==> config.mk <==
export PLATFORM = sky130hd
export DESIGN_NAME = rr_requester_frontend
export DESIGN_NICKNAME = d
export VERILOG_FILES = /design/src/rtl/rr_req_pkg.sv /design/src/rtl/rr_req_slot.sv /design/src/rtl/rr_requester_frontend.sv
export SDC_FILE = /design/constraint.sdc
export NUM_CORES = 1
export LEC_CHECK = 0
export BUFFER_PORTS_ARGS = -buffer_cell sky130_fd_sc_hd__buf_4
export CORE_MARGIN = 2
export CORE_UTILIZATION = 25
export DETAILED_ROUTE_END_ITERATION = 8
export PLACE_DENSITY = 0.4
export SLEW_MARGIN = 20
export SYNTH_ARGS = -nofsm -noshare
export SYNTH_HDL_FRONTEND = slang
export SYNTH_SLANG_ARGS = --single-unit
==> constraint.sdc <==
create_clock -name clk -period 6.9 [get_ports clk]
set_input_delay 1.38 -clock clk [delete_from_list [all_inputs] [get_ports clk]]
set_output_delay 1.38 -clock clk [all_outputs]
set_load 0.02 [all_outputs]
==> src/rtl/rr_req_pkg.sv <==
// Shared types and helpers for the requester-side frontend of the round-robin arbiter.
package rr_req_pkg;

  typedef enum logic {
    REQ_IDLE = 1'b0,
    REQ_OWN  = 1'b1
  } req_state_e;

  localparam int DEFAULT_DEPTH = 4;
  localparam int DEFAULT_HOLD  = 2;

  // Width of a client index; never collapses to zero bits for a single client.
  function automatic int id_w(input int n);
    return (n > 1) ? $clog2(n) : 1;
  endfunction

endpackage

==> src/rtl/rr_req_slot.sv <==
// Per-client pending-job counter: saturating at DEPTH, up on push, down on retire.
module rr_req_slot
  import rr_req_pkg::*;
#(
  parameter int DEPTH = DEFAULT_DEPTH
) (
  input  logic clk,
  input  logic reset,
  input  logic push,
  input  logic retire,
  output logic cnt_nz,
  output logic push_ready
);

  localparam int CW = $clog2(DEPTH + 1);
  localparam logic [CW-1:0] FULL = CW'(DEPTH);

  logic [CW-1:0] cnt_q, cnt_d;

  // A push landing with a retire swaps one job for another, so it is taken even at FULL.
  always_comb begin
    cnt_d = cnt_q;
    if (push && !retire && (cnt_q != FULL)) begin
      cnt_d = cnt_q + CW'(1);
    end else if (retire && !push && (cnt_q != '0)) begin
      cnt_d = cnt_q - CW'(1);
    end
  end

  always_ff @(posedge clk) begin
    if (reset) begin
      cnt_q <= '0;
    end else begin
      cnt_q <= cnt_d;
    end
  end

  assign cnt_nz     = (cnt_q != '0);
  assign push_ready = (cnt_q != FULL);

endmodule

==> src/rtl/rr_requester_frontend.sv <==
// Queues client jobs, requests the arbiter, owns the resource HOLD cycles per grant, retires jobs.
module rr_requester_frontend
  import rr_req_pkg::*;
#(
  parameter int N     = 4,
  parameter int DEPTH = DEFAULT_DEPTH,
  parameter int HOLD  = DEFAULT_HOLD
) (
  input  logic                 clk,
  input  logic                 reset,
  input  logic [N-1:0]         push,
  output logic [N-1:0]         push_ready,
  output logic [N-1:0]         req,
  input  logic [N-1:0]         grant,
  output logic                 owner_valid,
  output logic [id_w(N)-1:0]   owner_id,
  output logic [N-1:0]         done,
  output logic                 protocol_err
);

  localparam int IDW = id_w(N);
  localparam int HW  = (HOLD > 1) ? $clog2(HOLD) : 1;

  req_state_e       state_q;
  logic [HW-1:0]    hold_q;
  logic [IDW-1:0]   owner_q;
  logic             err_q;

  logic [N-1:0]     cnt_nz;
  logic [N-1:0]     retire_vec;
  logic             grant_onehot;
  logic             grant_live;
  logic [IDW-1:0]   grant_idx;
  logic             accept;
  logic             illegal;
  logic             last_cycle;

  always_comb begin
    grant_onehot = (grant != '0) && ((grant & (grant - N'(1))) == '0);
    grant_live   = |(grant & cnt_nz);
    grant_idx    = '0;
    for (int i = 0; i < N; i++) begin
      if (grant[i]) grant_idx = IDW'(i);
    end
    accept     = (state_q == REQ_IDLE) && grant_onehot && grant_live;
    illegal    = (state_q == REQ_IDLE) && (grant != '0) && !(grant_onehot && grant_live);
    last_cycle = (state_q == REQ_OWN) && (hold_q == '0);
  end

  // Retire is suppressed under reset so an aborted job never signals done.
  always_comb begin
    retire_vec = '0;
    for (int i = 0; i < N; i++) begin
      retire_vec[i] = last_cycle && !reset && (owner_q == IDW'(i));
    end
  end

  for (genvar g = 0; g < N; g++) begin : g_slot
    rr_req_slot #(
      .DEPTH (DEPTH)
    ) u_slot (
      .clk        (clk),
      .reset      (reset),
      .push       (push[g]),
      .retire     (retire_vec[g]),
      .cnt_nz     (cnt_nz[g]),
      .push_ready (push_ready[g])
    );
  end

  always_ff @(posedge clk) begin
    if (reset) begin
      state_q <= REQ_IDLE;
      hold_q  <= '0;
      owner_q <= '0;
      err_q   <= 1'b0;
    end else begin
      case (state_q)
        REQ_IDLE: begin
          if (accept) begin
            state_q <= REQ_OWN;
            owner_q <= grant_idx;
            hold_q  <= HW'(HOLD - 1);
          end
          if (illegal) err_q <= 1'b1;
        end
        REQ_OWN: begin
          if (hold_q == '0) begin
            state_q <= REQ_IDLE;
          end else begin
            hold_q <= hold_q - HW'(1);
          end
        end
        default: state_q <= REQ_IDLE;
      endcase
    end
  end

  assign req          = (state_q == REQ_IDLE) ? cnt_nz : '0;
  assign owner_valid  = (state_q == REQ_OWN);
  assign owner_id     = owner_q;
  assign done         = retire_vec;
  assign protocol_err = err_q;

endmodule

==> results_dict.tcl <==
set metrics [dict create \
    cts.clk_slew.worst_paths_ps 70 \
    synth-main-ff-cell "dfxtp_1" \
    synth.top_cell.area_share_pct 24.79 \
    antenna_left 0 \
    rsz0062_at_grt "no" \
    max_slew_margin_pct 57.08 \
    min_period_ps 3832 \
    whs_ps 468.3 \
    synth_cells 180 \
    cts_made_buffers 3 \
    cts_hold_buf 0 \
    status "completed" \
    power_uw 323.7 \
    endpoint_kind "primary output" \
    dieHeight_um 78.10 \
    finalCritPeriodShare_pct 55.54 \
    use_met2_pct 20.78 \
    place.port_buffers 25 \
    tightestPinTransition_ps 639.9 \
    min_path_type "flip-flop to flip-flop" \
    rows 26 \
    synth-edff-count 0 \
    slowest_delay_ps 400 \
    synth_seq_area_share_pct 24.79 \
    use_met1_pct 16.09 \
    clk_latency_ps 250 \
    stdcell_area_mm2 0.001577 \
    wl_per_cell_um 13.67 \
    antenna_found_initial 0 \
    ys_types 43 \
    critPathArrivalTime_ps 2450 \
    die_w_um 78.10 \
    setup_viol 0 \
    final_layout_size_suffix_gt1_share_pct 18.95 \
    critical_path_required_ps 5520 \
    cts.sink_count 17 \
    nFillCells 594 \
    worst_path_most_repeated_cell "buf_4" \
    max_freq_mhz 261.0 \
    finalHoldViolCount 0 \
    use_met3_pct 2.069 \
    htreeDepth 1 \
    finClkSkew_ps 0.6199 \
    grt_max_degree 19 \
    cts_resized 0 \
    core_area_mm2 0.005205 \
    dieArea_mm2 0.006099 \
    drv_slew 0 \
    dp_hpwl_mm 2.679 \
    initial_core_util_pct 26.37 \
    drc 0 \
    path_cells "buf_4, nand3b_1, nor2_1, buf_4" \
    routed-via-count 1312 \
    root_buffer "clkbuf_8" \
    synth_area_per_cell_um2 7.625 \
    critPathSlowestCell "nand3b_1" \
    critPathKind "primary input to primary output" \
    regArea_um2 340.3 \
    ys_seq_elements 17 \
    busiest_layer "met2" \
    placed_cell_area_mm2 0.001531 \
    vias_per_cell 5.046 \
    drt_iter0_markers 54 \
    dr.pass1.iters 4 \
    postCtsSetupBuffers 0 \
    gr-usage-all-layers_pct 12.45 \
    grt-ovfl-total 0 \
    synthTopCellsByArea "dfxtp_1 25%, nor2_1 7.1%, fa_1 5.8%" \
    synth.largest_area_cell "dfxtp_1" \
    cts_buffer_depth 2 \
    place.gp.congestion 0.8169 \
    grt_pass1_vias 1309 \
    wirelength_mm 3.555 \
    synth_nets 194 \
    syn-cell-area_mm2 0.001373 \
    multiInputGateArea_um2 874.6 \
    worstPathMaxFanout 18 \
    max-vdd-ir-drop_uv 68.52 \
    crit_path_start_kind "primary input" \
    power_leakage_nw 0.6157 \
    io_pins 26 \
    grt_pass1_wl_mm 6.210 \
    drv_cap 0 \
    power.density_mw_per_mm2 205.4 \
    areaGrowthSynthToFinish_pct 14.86 \
    cts_tree "yes" \
    antenna_cells 0 \
    fin_nets 205 \
    async_reset_ff_share_pct 0 \
    yosys_warnings 0 \
    tns_ps 0 \
]
-- area by class of cell --
type / instances / share of cell area (%)
multi-input cells: 133 / 55.48
flip-flops and latches: 17 / 21.59
repair buffers: 25 / 11.90
well taps: 70 / 5.556
clock buffers: 4 / 2.857
inverters: 11 / 2.619
-- stage by stage --
stage               cells  utilization, %  setup slack (ps)
global route          260           30.29              2919
CTS                   260           30.29              3053
detailed placement    256           29.42              3065
finish                260           30.29              3068
floorplan             180               -              3229
global placement      256           29.42              3105
-- per-layer routing --
layer	share of wire, %	vias to the layer above	wire length (µm)
met1	48	621	1707
met2	47	24	1658
met4	1.1	0	39
li1	-	661	-
met5	0	-	0
met3	4.2	6	149
-- flip-flops by register name (all words and copies together) (netlist names) --
signal / cells
g_slot.u_slot.cnt_q: 12
owner_id: 2
hold_q: 1
owner_valid: 1
protocol_err: 1
-- kinds of logic after synthesis --
family / count (synthesis) / share of synthesized area, %
AND/OR/NAND/NOR: 68 / 23.88
AO/OA/AOI/OAI: 55 / 29.17
buffers and inverters: 30 / 11.49
flip-flops: 17 / 24.80
XOR/XNOR: 5 / 3.190
adder cells (fa/ha/maj): 4 / 5.834
multiplexers: 1 / 1.641
-- cell usage after synthesis, drive strengths merged (3+ instances only) --
library cell   n
a21oi         10
or3            5
buf           10
inv           11
nor3           6
nor2          26
or2            4
xor2           5
o21ai         10
dfxtp         17
a211o          3
a221oi         3
o21a           4
fa             4
nand2         15
o22ai          6
clkbuf         9
o31ai          5
-- where the power goes --
group	total [mW]	internal [mW]	switching, mW	leakage, nW
combinational	0.116	0.0510	0.0651	0.453
clock	0.0773	0.0410	0.0363	0.0228
sequential	0.130	0.109	0.0208	0.140
total	0.324	0.201	0.122	0.616
-- final timing paths --
kind	slack, ps	end	cells after the start	startpoint
hold reg to reg	470	protocol_err	1	protocol_err
hold / removal	470	protocol_err	1	protocol_err
setup reg to reg	4300	g_slot[3].u_slot.cnt_q[1]	6	owner_valid
setup / recovery	3070	done[3]	4	reset
-- layout by cell type (no fill, tap or decap), drive strengths merged, types with 3 or more instances in the layout --
| cell | count |
|---|---|
| a221oi | 3 |
| clkbuf | 4 |
| buf | 25 |
| nor3 | 6 |
| fa | 4 |
| nor2 | 26 |
| xor2 | 5 |
| o22ai | 6 |
| inv | 11 |
| o21ai | 10 |
| o21a | 4 |
| o31ai | 5 |
| or2 | 4 |
| dfxtp | 17 |
| a21oi | 10 |
| or3 | 5 |
| a211o | 3 |
| nand2 | 15 |
-- worst max-delay path: cells and delay by family --
kind                   cells  cell delay, ps
buffers and inverters      2             370
and+or+nand+nor            2             700
Power figures use the tool's default switching activity.
